**config.mk**
```make
export PLATFORM = sky130hd
export DESIGN_NAME = vector_mem_sequencer_flat
export DESIGN_NICKNAME = d
export VERILOG_FILES = /design/src/rtl/vector_mem_sequencer_pkg.sv /design/src/rtl/vector_mem_sequencer_if.sv /design/src/rtl/vector_mem_sequencer.sv /design/src/flat_wrapper.sv
export SDC_FILE = /design/constraint.sdc
export NUM_CORES = 1
export LEC_CHECK = 0
export ABC_AREA = 1
export CAP_MARGIN = 20
export CORE_AREA = 2 2 151 153
export CTS_CLUSTER_SIZE = 8
export DETAILED_ROUTE_END_ITERATION = 10
export DIE_AREA = 0 0 153 155
export GPL_TIMING_DRIVEN = 0
export PLACE_DENSITY = 0.71
export RECOVER_POWER = 50
export SLEW_MARGIN = 20
export SYNTH_ARGS = -nofsm -noshare
export SYNTH_HDL_FRONTEND = slang
export SYNTH_SLANG_ARGS = --single-unit
```
**constraint.sdc**
```tcl
create_clock -name clk -period 10.4 [get_ports clk]
set_input_delay 2.08 -clock clk [delete_from_list [all_inputs] [get_ports clk]]
set_output_delay 2.08 -clock clk [all_outputs]
set_load 0.02 [all_outputs]
```
**src/rtl/vector_mem_sequencer_pkg.sv**
```systemverilog
// Shared constants and types for the vector memory sequencer.
// Word-beat geometry and the default data-memory address ceiling.
package vmem_pkg;
    localparam int N           = 32;
    localparam int V           = 128;
    localparam int WORDS       = V / N;
    localparam int WORD_STRIDE = 4;

    localparam logic [N-1:0] ADDR_MAX_DEFAULT = 32'h0003_D08F;

    typedef enum logic {
        IDLE,
        BUSY
    } state_e;
endpackage

```
**src/rtl/vector_mem_sequencer_if.sv**
```systemverilog
// Memory-stage bundle: pipe-side request/response plus the data-memory port.
// slave is the sequencer view; master is the pipe and memory around it.
interface vmem_if;
    import vmem_pkg::*;

    logic         mem_rd_m;
    logic         mem_wr_m;
    logic         vect_m;
    logic [N-1:0] addr_m;
    logic [V-1:0] wdata_m;
    logic [N-1:0] mem_rdata;
    logic [N-1:0] mem_addr;
    logic [N-1:0] mem_wdata;
    logic         mem_we;
    logic [V-1:0] rdata_m;
    logic         stall_mem;
    logic         vec_done;

    modport slave (
        input  mem_rd_m, mem_wr_m, vect_m, addr_m, wdata_m, mem_rdata,
        output mem_addr, mem_wdata, mem_we, rdata_m, stall_mem, vec_done
    );

    modport master (
        output mem_rd_m, mem_wr_m, vect_m, addr_m, wdata_m, mem_rdata,
        input  mem_addr, mem_wdata, mem_we, rdata_m, stall_mem, vec_done
    );
endinterface

```
**src/rtl/vector_mem_sequencer.sv**
```systemverilog
// Splits 128-bit vector loads/stores into four 32-bit memory beats.
// Scalar accesses pass straight through with no stall.
module vector_mem_sequencer
    import vmem_pkg::*;
#(
    parameter logic [N-1:0] ADDR_MAX = ADDR_MAX_DEFAULT
) (
    input  logic  clk,
    input  logic  rst,
    vmem_if.slave bus
);
    state_e           state_q, state_d;
    logic [1:0]       beat_q, beat_d;
    logic [3*N-1:0]   buf_q, buf_d;

    logic             access;
    logic             busy;
    logic             vec_start;
    logic             last;
    logic [1:0]       beat;
    logic [N-1:0]     base;
    logic [N-1:0]     offs;
    logic [N-1:0]     beat_addr;
    logic             oor;
    logic [N-1:0]     lane;

    always_comb begin
        access    = bus.mem_rd_m | bus.mem_wr_m;
        busy      = state_q == BUSY;
        vec_start = !busy && access && bus.vect_m;
        beat      = busy ? beat_q : 2'd0;
        last      = busy && (beat_q == 2'(WORDS - 1));
        base      = {bus.addr_m[N-1:2], 2'b00};
        offs      = N'(beat) * N'(WORD_STRIDE);
        beat_addr = base + offs;
        oor       = beat_addr > ADDR_MAX;
        lane      = oor ? '0 : bus.mem_rdata;
    end

    always_comb begin
        bus.mem_addr  = bus.addr_m;
        bus.mem_wdata = bus.wdata_m[int'(beat)*N +: N];
        bus.mem_we    = 1'b0;
        bus.stall_mem = 1'b0;
        bus.vec_done  = 1'b0;
        bus.rdata_m   = '0;
        if (busy || vec_start) begin
            bus.mem_addr  = oor ? '0 : beat_addr;
            bus.mem_we    = bus.mem_wr_m && !oor;
            bus.stall_mem = !last;
            bus.vec_done  = last;
            if (last) begin
                bus.rdata_m = {lane, buf_q};
            end
        end else if (access) begin
            bus.mem_addr = (bus.addr_m > ADDR_MAX) ? '0 : bus.addr_m;
            bus.mem_we   = bus.mem_wr_m;
            bus.rdata_m  = {{(V-N){1'b0}}, bus.mem_rdata};
        end
        // reset must silence the pipe and memory even mid-vector
        if (!rst) begin
            bus.mem_we    = 1'b0;
            bus.stall_mem = 1'b0;
            bus.vec_done  = 1'b0;
            bus.rdata_m   = '0;
        end
    end

    always_comb begin
        state_d = state_q;
        beat_d  = beat_q;
        buf_d   = buf_q;
        if (vec_start) begin
            state_d       = BUSY;
            beat_d        = 2'd1;
            buf_d[0 +: N] = lane;
        end else if (busy) begin
            if (last) begin
                state_d = IDLE;
                beat_d  = 2'd0;
            end else begin
                beat_d = beat_q + 2'd1;
                buf_d[int'(beat_q)*N +: N] = lane;
            end
        end
    end

    always_ff @(posedge clk or negedge rst) begin
        if (!rst) begin
            state_q <= IDLE;
            beat_q  <= 2'd0;
            buf_q   <= '0;
        end else begin
            state_q <= state_d;
            beat_q  <= beat_d;
            buf_q   <= buf_d;
        end
    end
endmodule

```
**src/flat_wrapper.sv**
```systemverilog
// flat-port wrapper written by rule: the top's interface ports become plain ports
module vector_mem_sequencer_flat import vmem_pkg::*;
#(
    parameter logic [N-1:0] ADDR_MAX = ADDR_MAX_DEFAULT
)
  (clk, rst, bus_mem_rd_m, bus_mem_wr_m, bus_vect_m, bus_addr_m, bus_wdata_m, bus_mem_rdata, bus_mem_addr, bus_mem_wdata, bus_mem_we, bus_rdata_m, bus_stall_mem, bus_vec_done);
  vmem_if bus_i ();
  input  logic clk;
  input  logic rst;
  input wire logic [$bits(bus_i.mem_rd_m)-1:0] bus_mem_rd_m;
  input wire logic [$bits(bus_i.mem_wr_m)-1:0] bus_mem_wr_m;
  input wire logic [$bits(bus_i.vect_m)-1:0] bus_vect_m;
  input wire logic [$bits(bus_i.addr_m)-1:0] bus_addr_m;
  input wire logic [$bits(bus_i.wdata_m)-1:0] bus_wdata_m;
  input wire logic [$bits(bus_i.mem_rdata)-1:0] bus_mem_rdata;
  output wire logic [$bits(bus_i.mem_addr)-1:0] bus_mem_addr;
  output wire logic [$bits(bus_i.mem_wdata)-1:0] bus_mem_wdata;
  output wire logic [$bits(bus_i.mem_we)-1:0] bus_mem_we;
  output wire logic [$bits(bus_i.rdata_m)-1:0] bus_rdata_m;
  output wire logic [$bits(bus_i.stall_mem)-1:0] bus_stall_mem;
  output wire logic [$bits(bus_i.vec_done)-1:0] bus_vec_done;
  assign bus_i.mem_rd_m = bus_mem_rd_m;
  assign bus_i.mem_wr_m = bus_mem_wr_m;
  assign bus_i.vect_m = bus_vect_m;
  assign bus_i.addr_m = bus_addr_m;
  assign bus_i.wdata_m = bus_wdata_m;
  assign bus_i.mem_rdata = bus_mem_rdata;
  assign bus_mem_addr = bus_i.mem_addr;
  assign bus_mem_wdata = bus_i.mem_wdata;
  assign bus_mem_we = bus_i.mem_we;
  assign bus_rdata_m = bus_i.rdata_m;
  assign bus_stall_mem = bus_i.stall_mem;
  assign bus_vec_done = bus_i.vec_done;
  vector_mem_sequencer #(.ADDR_MAX(ADDR_MAX)) u_core (.clk(clk), .rst(rst), .bus(bus_i));
endmodule
```
[Word-level counts from Yosys, hierarchy flattened]
Cells that the tools add are included.
Storage, ports and cells
  register bits after elaboration: 99
  bits in latches: 0
  bits in writable memories: 0
  memory bits (read-only): 0
  input bits: 197
  output and inout port bits: 195
  word-level logic and storage cells: 55
  memories: 0
Cells by class
  add/subtract/negate cells: 3
  multiply operators: 0
  divide/modulo/power cells: 0
  magnitude comparators: 2
  equal/unequal tests: 2
  shifts and indexed selects: 3
  multiplexer cells: 27
  bitwise gates (word level): 3
  reductions and logical operators: 11
Operators with widths (count)
  128-bit two-way mux: 3
  32-bit two-way mux: 9
  128-bit by 8-bit variable part select with 32-bit output: 1
  96-bit bitwise mux: 1
  32-bit by 33-bit variable shift with 96-bit output (first input constant): 1
  32-bit by 33-bit variable part select with 96-bit output: 1
  32-bit by 18-bit greater-than comparator with 1-bit output (second input constant): 2
  7-bit negation with 33-bit output: 1
  32-bit by 4-bit adder with 32-bit output: 1
  1-bit two-way mux: 10
  2-bit two-way mux: 4
  1-bit logical AND: 4
  1-bit logical NOT: 3
  3-bit AND reduction: 1
  2-bit by 1-bit adder with 2-bit output (second input constant): 1
  2-bit == test (second input constant): 1
  2-bit by 1-bit inequality test with 1-bit output (second input constant): 1
  1-bit NOT: 2
  2-bit AND reduction: 1
  2-bit nonzero test: 1
  1-bit logical OR: 1
  1-bit OR: 1

[Longest topological paths before layout]
Gate-level depths: netlist of run 1.
  depth in word-level cells: 9
  mapped depth: 23

[Worst setup path before layout of run 1]
Ideal clock, no wire load.
  path kind: input-to-output
  from: in bus_addr_m[2]
  to: out bus_rdata_m[118]
  data arrival time: 4.221 ns
  data required time: 8.320 ns
  path slack: 4.099 ns
  stages on the path: 17
  path buffers: 1
  cells stage by stage: ha_1 -> inv_1 -> fa_1 -> inv_1 -> nand3_1 -> nor2_1 -> nand2_1 -> nand2_1 -> nand2_1 -> nor2_1 -> nand2_1 -> nor2_1 -> nand2_1 -> nor2_4 -> buf_2 -> nand2_1 -> nor2_1
Between the ends
  longest elaborated chain between the ends: 6
Ends and longest elaborated chain
  start, declared: RTL line flat_wrapper.sv:13  | input wire logic [$bits(bus_i.addr_m)-1:0] bus_addr_m;
  32-bit by 4-bit adder with 32-bit output: RTL line vector_mem_sequencer.sv:35  | beat_addr = base + offs;
  32-bit by 18-bit greater-than comparator with 1-bit output: RTL line vector_mem_sequencer.sv:36  | oor = beat_addr > ADDR_MAX;
  32-bit two-way mux: RTL line vector_mem_sequencer.sv:37  | lane = oor ? '0 : bus.mem_rdata;
  128-bit two-way mux: RTL line vector_mem_sequencer.sv:52  | if (last) begin
  128-bit two-way mux: RTL line vector_mem_sequencer.sv:47  | if (busy || vec_start) begin
  128-bit two-way mux: RTL line vector_mem_sequencer.sv:61  | if (!rst) begin
  end, declared: RTL line flat_wrapper.sv:19  | output wire logic [$bits(bus_i.rdata_m)-1:0] bus_rdata_m;
No other way between the ends.

[Worst setup path after layout of run 1]
  from: in bus_addr_m[2]
  to: out bus_rdata_m[124]
The elaborated chain is that of the path after synthesis.

==> results.txt, run 1 <==
----------------------------------------------------
[Status]
  Result of the run ... finished with violations
  Violations in the final reports ... max-capacitance violations, max-slew violations

[Timing]
  Tightest hold margin ... 0.481 ns
  Number of endpoints failing setup at the final stage ... 0
  Worst-case clock skew ... 0.00990 ns
  Unrepaired setup endpoints after global routing ... no
  Setup TNS ... 0 ns
  Fin crit period ... 8.63 ns
  Number of pins exceeding their max-slew limit in the final report ... 38
  Fmax ... 0.116 GHz
  Rel. slew slack ... -49.3%
  Worst-Margin Slew ... 2.24 ns
  Number of endpoints with negative hold slack in the final report ... 0
  Tcrit/Tclk final ... 83.0%

[Route]
  Routed Antenna Nets ... 0
  Wirelength, routed ... 37,000 um
  Vias per Instance ... 5.20
  Number of violations reported at the end of detailed-routing iteration 0 ... 594
  Remaining routing DRC violations ... 0
  Drt wl/cell ... 19.0 um
  Count of vias placed by the detailed router ... 10,100
  Pre-antenna DRT Iters ... 7

[Cells and area]
  Non-Filler Cell Area, Final ... 12,100 um2
  Filler Cells Inserted ... 2,306
  Proportion of layout cells with a drive suffix above 1 ... 1.39%
  Final Instance Count excl. Fillers ... 1,946
  Layout Nets ... 1,855
  Area growth from synthesis to layout ... 59.6%

[Worst setup path]
  Master of the slowest instance on the critical path ... sky130_fd_sc_hd__clkdlybuf4s50_1
  Crit Reg-Reg Endpoint ... u_core.buf_q[61]
  Cell with the most instances on the worst path ... sky130_fd_sc_hd__nand2_1
  Worst Reg2Reg Path Length in Cells ... 23
  Largest delay contributor family on the critical path ... buffers and inverters
  Reg2Reg Launch Point ... u_core.beat_q[0]
  Ordered cell list for the critical path ... dlygate4sd3_1 -> ha_1 -> inv_1 -> fa_1 -> inv_1 -> nand3_1 -> nor2_1 -> nand2_1 -> nand2_1 -> nand2_1 -> nor2_1 -> nand2_1 -> nor2_1 -> nand2_1 -> nor2_1 -> clkbuf_1 -> nand2_1 -> nor2_1 -> clkdlybuf4s50_1
  First element of the critical path ... bus_addr_m[2]
  Required time of the critical path ... 8.32 ns
  Slack of the worst reg-to-reg path ... 4.99 ns
  Kind of end point of the critical path ... output pin
  Largest driver fanout on the critical path ... 10
  Startpoint class of the critical path ... primary input
  WP data arrival ... 6.55 ns
  Worst Path Class, Setup ... primary input to output pin
  Count of buffering cells on the critical path with inverters included ... 5
  Max stage delay on crit path ... 0.69 ns

[Logic synthesis]
  Cell with the most instances after synthesis ... sky130_fd_sc_hd__nand2_1
  FF+latch count, synth ... 99
  Post-synthesis cell count ... 1,248
  Synthesis warning total ... 0
  Predominant post-synthesis flop cell ... sky130_fd_sc_hd__dfrtp_1
  Most common library cells after synthesis ... 461 x sky130_fd_sc_hd__nand2_1, 159 x sky130_fd_sc_hd__nor2_1, 99 x sky130_fd_sc_hd__dfrtp_1
  Portion of synthesized cell area occupied by the leading cell type ... 32.6%
  Ranking of synthesized cells by area ... sky130_fd_sc_hd__dfrtp_1 33%, sky130_fd_sc_hd__nand2_1 23%, sky130_fd_sc_hd__nor2_1 7.9%
  Number of enable flip-flop cells after synthesis ... 0
  Proportion of register bits with asynchronous set or reset after synthesis ... 100%
  Mean instance size in the synthesized netlist ... 6.08 um2
  Count of unique library cells instantiated by Yosys ... 30
  Post-Synthesis Cell Area ... 7590 um2
  Largest area contributor in the netlist ... sky130_fd_sc_hd__dfrtp_1
  Post-Syn Nets ... 1,453
  Sequential cell area fraction in the yosys report ... 32.6%

[Global route]
  Global router's overall resource usage ... 30.4%
  Most crowded layer after global routing ... met2
  Met2 Use GR ... 54.1%
  Pin count of the biggest net entering global routing ... 66
  M1 GR Usage ... 36.6%
  Wire length of the first global-routing pass ... 56,600 um
  Met3 demand-to-capacity share in global routing ... 6.07%
  Number of global-route vias before repair ... 10,100
  Gr ovfl total ... 0
  Antenna violations before repair ... 6

[Clock tree]
  Count of instances resized after the clock tree is built ... 0
  Setup fix buffers added after clock tree synthesis ... 0
  H-Tree Depth ... 3
  CTS Root Cell ... sky130_fd_sc_hd__clkbuf_16
  Clock transition at the register clock pins on the worst setup and hold paths after CTS ... 0.07 ns
  Number of buffers added by the clock tree synthesis step ... 9
  TritonCTS clock tree ... built
  Cts hold-fix bufs ... 0
  Clock network latency to the later pin of the worst-skew pair ... 0.36 ns
  Number of sinks driven by the clock tree ... 99
  Deepest clock path buffer count ... 2

[Power]
  Worst VDD drop ... 0.143 mV
  Cell area power density ... 176 nW/um2
  Standby leakage power ... 5.22 nW

[Placement]
  HPWL after detailed placement ... 29,900 um
  Total placed cells including tap cells ... 1,924
  Buffers on Ports ... 390
  Total placed instance area ... 11,900 um2
  Weighted congestion at the end of routability-driven global placement ... 0.979

[Floorplan]
  Die Y ... 155 um
  Area of the core region ... 22,200 um2
  Floorplan die area ... 23,700 um2
  Number of placed I/O pins ... 392
  Number of standard-cell rows in the floorplan ... 55
  Initial core utilization ... 34.2%
  Horizontal die dimension ... 153 um

[Hold path]
  Worst hold path cell count ... 2
  Worst Min Path Start ... u_core.buf_q[39]
  Endpoint with the worst hold slack ... u_core.buf_q[39]
  Hold Crit Class ... flip-flop to flip-flop

[Flow run]
  # Max-Cap Violations ... 1

----------------------------------------------------
[cell usage in the layout (no fill, tap or decap), types with 2 or more instances in the layout]
master,instances
sky130_fd_sc_hd__a21oi_1,67
sky130_fd_sc_hd__buf_1,8
sky130_fd_sc_hd__clkbuf_1,82
sky130_fd_sc_hd__clkbuf_16,9
sky130_fd_sc_hd__clkdlybuf4s50_1,387
sky130_fd_sc_hd__clkinv_4,3
sky130_fd_sc_hd__dfrtp_1,99
sky130_fd_sc_hd__diode_2,6
sky130_fd_sc_hd__dlygate4sd3_1,2
sky130_fd_sc_hd__ha_1,7
sky130_fd_sc_hd__inv_1,77
sky130_fd_sc_hd__nand2_1,461
sky130_fd_sc_hd__nand3_1,42
sky130_fd_sc_hd__nand3b_1,3
sky130_fd_sc_hd__nand4_1,70
sky130_fd_sc_hd__nor2_1,160
sky130_fd_sc_hd__nor2_2,2
sky130_fd_sc_hd__nor3_1,17
sky130_fd_sc_hd__nor4_1,3
sky130_fd_sc_hd__o21ai_0,88
sky130_fd_sc_hd__o21ai_1,8
sky130_fd_sc_hd__o22ai_1,33
sky130_fd_sc_hd__o31ai_1,4
sky130_fd_sc_hd__xor2_1,9
[tightest hold or removal path, cell delays in order (launching register included)]
cell and delay (ns):
sky130_fd_sc_hd__dfrtp_1 0.35, sky130_fd_sc_hd__nand2_1 0.05, sky130_fd_sc_hd__nand2_1 0.05
[worst max path at each step]
| stage | cells after the start | slack (ns) | to |
|---|---|---|---|
| global placement | 7 | -0.24 | bus_rdata_m[100] |
| finish | 19 | 1.77 | bus_rdata_m[124] |
| floorplan | 17 | 4.10 | bus_rdata_m[118] |
| global route | 19 | 1.51 | bus_rdata_m[124] |
| detailed placement | 19 | 2.33 | bus_rdata_m[124] |
| CTS | 19 | 2.32 | bus_rdata_m[124] |
[final cells by class]
cell class / count / area, um2 / area share, %
multi-input cells: 981 / 4410 / 36.4
repair buffers: 391 / 3930 / 32.4
flip-flops and latches: 99 / 2480 / 20.4
well taps: 285 / 357 / 2.94
plain buffers: 91 / 353 / 2.91
inverters: 77 / 289 / 2.38
clock buffers: 9 / 225 / 1.86
clock inverters: 7 / 70.1 / 0.578
diodes: 6 / 15.0 / 0.124
[kinds of logic after synthesis]
kind of cell               after synthesis  share of synthesized area [%]
AOI/OAI and AO/OA                      205                           14.4
xor gates and xnor gates                 9                           1.04
adders and majority gates                8                           1.42
buffers and inverters                  168                           9.21
DFF                                     99                           32.6
and+or+nand+nor                        759                           41.3
[report_power, final]
| group | total [mW] | switching (mW) | internal (mW) |
|---|---|---|---|
| Sequential | 0.500 | 0.0480 | 0.452 |
| Clock | 0.335 | 0.166 | 0.168 |
| Combinational | 1.30 | 0.842 | 0.461 |
| Total | 2.14 | 1.06 | 1.08 |
[through the flow]
step           setup slack [ns]  util [%]  total power, mW
5_1_grt                    1.51      54.5             2.27
4_1_cts                    2.32      54.8             2.13
6_report                   1.77      54.5             2.14
3_5_place_dp               2.33      53.5             1.79
2_1_floorplan              4.10         -             1.20
3_3_place_gp             -0.243      53.3             1.79
[sequential cells by signal, summed over array words and instances, names as in the netlist]
register,count
u_core.beat_q,2
u_core.busy,1
u_core.buf_q,96
[routing by layer]
layer	vias to the layer above	wire length, um
li1	4888	-
met1	4762	14800
met2	419	18600
met3	57	2420
met4	0	1170
met5	-	0
No activity file was read; power rests on OpenSTA's default activity.
==> run 2: changes to the inputs <==
--- a/config.mk
+++ b/config.mk
@@ -12,7 +12,7 @@
 export DETAILED_ROUTE_END_ITERATION = 10
 export DIE_AREA = 0 0 153 155
 export GPL_TIMING_DRIVEN = 0
-export PLACE_DENSITY = 0.71
+export PLACE_DENSITY = 0.74
 export RECOVER_POWER = 50
 export SLEW_MARGIN = 20
 export SYNTH_ARGS = -nofsm -noshare
==> constraint.sdc (replaced) <==
create_clock -name clk -period 7.4 [get_ports clk]
set_input_delay 1.48 -clock clk [delete_from_list [all_inputs] [get_ports clk]]
set_output_delay 1.48 -clock clk [all_outputs]
set_load 0.02 [all_outputs]
==> results.txt, run 2 (synthesis gave the netlist of run 1 again) <==
----------------------------------------------------
[Power]
  Pint ... 1.49 mW (+38%)
  Switching Share ... 50.1% (+0.71 points)
  Switching power ... 1.50 mW (+42%)
  Standby leakage power ... 5.26 nW (+0.83%)
  Total power consumption of the routed design ... 2.99 mW (+40%)
  Worst VDD drop ... 0.226 mV (+58%)
  Flop pwr share ... 23.7% (+0.3 points)
  Clock Power Share ... 16.4% (+0.7 points)
  Cell area power density ... 246 nW/um2 (+39%)
  Logic gate share of total power ... 59.9% (-1.0 points)

[Route]
  Number of violations reported at the end of detailed-routing iteration 0 ... 732 (+23%)
  Remaining routing DRC violations ... 0 (unchanged)
  Count of vias placed by the detailed router ... 10,200 (+0.50%)
  Vias per Instance ... 5.23 (+0.56%)
  Pre-antenna DRT Iters ... 5 (-2)
  Routed Antenna Nets ... 0 (unchanged)
  Drt wl/cell ... 19.4 um (+2.2%)
  Wirelength, routed ... 37,800 um (+2.1%)

[Clock tree]
  Clock network latency to the later pin of the worst-skew pair ... 0.35 ns (about the same)
  CTS Root Cell ... sky130_fd_sc_hd__clkbuf_16
  Deepest clock path buffer count ... 2 (unchanged)
  Number of sinks driven by the clock tree ... 99 (unchanged)
  TritonCTS clock tree ... built
  H-Tree Depth ... 3 (unchanged)
  Clock transition at the register clock pins on the worst setup and hold paths after CTS ... 0.07 ns (about the same)
  Number of buffers added by the clock tree synthesis step ... 9 (unchanged)

[Placement]
  Buffers on Ports ... 390 (unchanged)
  Total placed cells including tap cells ... 1,924 (unchanged)
  Total placed instance area ... 11,900 um2 (unchanged)
  Weighted congestion at the end of routability-driven global placement ... 0.985 (+0.69%)
  HPWL after detailed placement ... 30,300 um (+1.4%)

[Worst setup path]
  Kind of end point of the critical path ... output pin
  Ordered cell list for the critical path ... clkdlybuf4s50_1 -> ha_1 -> inv_1 -> fa_1 -> nor2_2 -> nand2_1 -> nor2_1 -> xor2_1 -> nand2_1 -> nor2_1 -> nand2_1 -> nor2_4 -> buf_2 -> nand2_1 -> nor2_1 -> clkdlybuf4s50_1
  Worst Path Class, Setup ... primary input to output pin
  Max stage delay on crit path ... 0.68 ns (about the same)
  Startpoint class of the critical path ... primary input
  Count of buffering cells on the critical path with inverters included ... 4 (-1)
  Required time of the critical path ... 5.92 ns (-2.40 ns)
  Cell with the most instances on the worst path ... sky130_fd_sc_hd__nand2_1
  WP data arrival ... 5.26 ns (-1.29 ns)
  Largest driver fanout on the critical path ... 10 (unchanged)
  Master of the slowest instance on the critical path ... sky130_fd_sc_hd__clkdlybuf4s50_1
  Largest delay contributor family on the critical path ... buffers and inverters

[Cells and area]
  Proportion of layout cells with a drive suffix above 1 ... 1.87% (+0.48 points)
  Most frequent cells in the layout ... 461 x sky130_fd_sc_hd__nand2_1, 360 x sky130_fd_sc_hd__clkdlybuf4s50_1, 159 x sky130_fd_sc_hd__nor2_1, 99 x sky130_fd_sc_hd__dfrtp_1, 81 x sky130_fd_sc_hd__o21ai_0
  Flip-flop count of the largest register after layout ... 96 (unchanged)
  Register with the most flip-flops ... u_core.buf_q
  Layout Nets ... 1,855 (unchanged)
  Core utilization of the finished layout ... 54.7% (+0.19 points)
  Final Instance Count excl. Fillers ... 1,945 (-0.051%)
  Non-Filler Cell Area, Final ... 12,200 um2 (+0.35%)
  Most frequent standard cell in the layout excluding fill and tap cells ... sky130_fd_sc_hd__nand2_1
  Area growth from synthesis to layout ... 60.2%

[Global route]
  Gr ovfl total ... 0 (unchanged)
  Number of global-route vias before repair ... 10,000 (-0.97%)
  Antenna violations before repair ... 5 (-1)
  Global router's overall resource usage ... 30.9% (+0.58 points)
  Wire length of the first global-routing pass ... 57,600 um (+1.7%)
  Pin count of the biggest net entering global routing ... 58 (-12%)

[Timing]
  Unrepaired setup endpoints after global routing ... no
  Fmax ... 0.148 GHz
  Fin crit period ... 6.74 ns
  Worst-Margin Slew ... 0.792 ns (-1.45 ns)
  Number of endpoints failing setup at the final stage ... 0 (unchanged)
  Tightest hold margin ... 0.484 ns (+0.00279 ns)
  Number of endpoints with negative hold slack in the final report ... 0 (unchanged)
  Number of pins exceeding their max-slew limit in the final report ... 0 (-100%)
  Tcrit/Tclk final ... 91.1%
  Rel. slew slack ... 46.8% (+96 points)
  Worst-case clock skew ... 0.00942 ns (-0.000488 ns)

[Floorplan]
  Floorplan die area ... 23,700 um2 (unchanged)
  Die Y ... 155 um (unchanged)
  Initial core utilization ... 34.2% (unchanged)
  Number of standard-cell rows in the floorplan ... 55 (unchanged)
  Number of placed I/O pins ... 392 (unchanged)
  Area of the core region ... 22,200 um2 (unchanged)
  Horizontal die dimension ... 153 um (unchanged)

[Hold path]
  Hold Crit Class ... flip-flop to flip-flop

[Status]
  Result of the run ... finished clean

[Flow run]
  # Max-Cap Violations ... 0 (-1)

----------------------------------------------------
==> run 2: what timing repair did <==
action | in CTS | in global routing
buffers inserted | 0 | 0
setup endpoints to repair | 0 | 37
gates resized for setup | 0 | 2
hold buffers | 0 | 0
hold endpoints to repair | 0 | 0
==> run 2: worst paths after layout <==
| kind | cells past startpoint | from | endpoint | slack [ns] |
|---|---|---|---|---|
| worst max-delay path | 16 | bus_addr_m[2] | bus_rdata_m[126] | 0.66 |
| worst min-delay path | 2 | u_core.buf_q[61] | u_core.buf_q[61] | 0.48 |
| worst max register to register | 20 | u_core.beat_q[0] | u_core.buf_q[70] | 2.83 |
| worst min register to register | 2 | u_core.buf_q[61] | u_core.buf_q[61] | 0.48 |
| max in group asynchronous | 2 | rst | u_core.buf_q[66] | 5.67 |
| min in group asynchronous | 1 | rst | u_core.buf_q[79] | 1.09 |
==> run 2: power by group through the flow <==
stage / sequential [mW] / combinational (mW) / clock (mW)
final: 0.708 / 1.79 / 0.492
after global routing: 0.718 / 1.94 / 0.518
after CTS: 0.705 / 1.83 / 0.494
after detailed placement: 0.712 / 1.81 / 0
after global placement: 0.714 / 1.81 / 0
after floorplan: 0.686 / 0.996 / 0
==> run 2: worst min-delay path, cell delays in order (launching register included) <==
cell	delay [ns]
sky130_fd_sc_hd__dfrtp_1	0.34
sky130_fd_sc_hd__nand2_1	0.05
sky130_fd_sc_hd__nand2_1	0.06
==> run 2: layout make-up <==
type                            instances  area (um2)
Sequential cell                        99        2480
Inverter                               77         289
Buffer                                 91         367
Tap cell                              285         357
Fill cell                            2185       10100
Clock buffer                            9         225
Timing Repair Buffer                  391        3930
Antenna cell                            5        12.5
Clock inverter                          7        86.3
Multi-Input combinational cell        981        4420
==> run 2: metrics by stage <==
step	setup slack [ns]	TNS, ns
finish	0.662	0
global route	0.149	0
CTS	0.371	0
detailed placement	0.674	0
global placement	-2.03	-221.17
floorplan	2.30	0
==> run 2: per-layer routing <==
layer / routed length, um / vias to the layer above / global-route usage [%] / part of all wire, %
met5: 0 / - / 0 / 0
met4: 1500 / 0 / 13.9 / 4.0
met3: 2780 / 78 / 6.30 / 7.4
met2: 18600 / 469 / 53.7 / 49
met1: 14900 / 4748 / 37.1 / 39
li1: - / 4882 / - / -
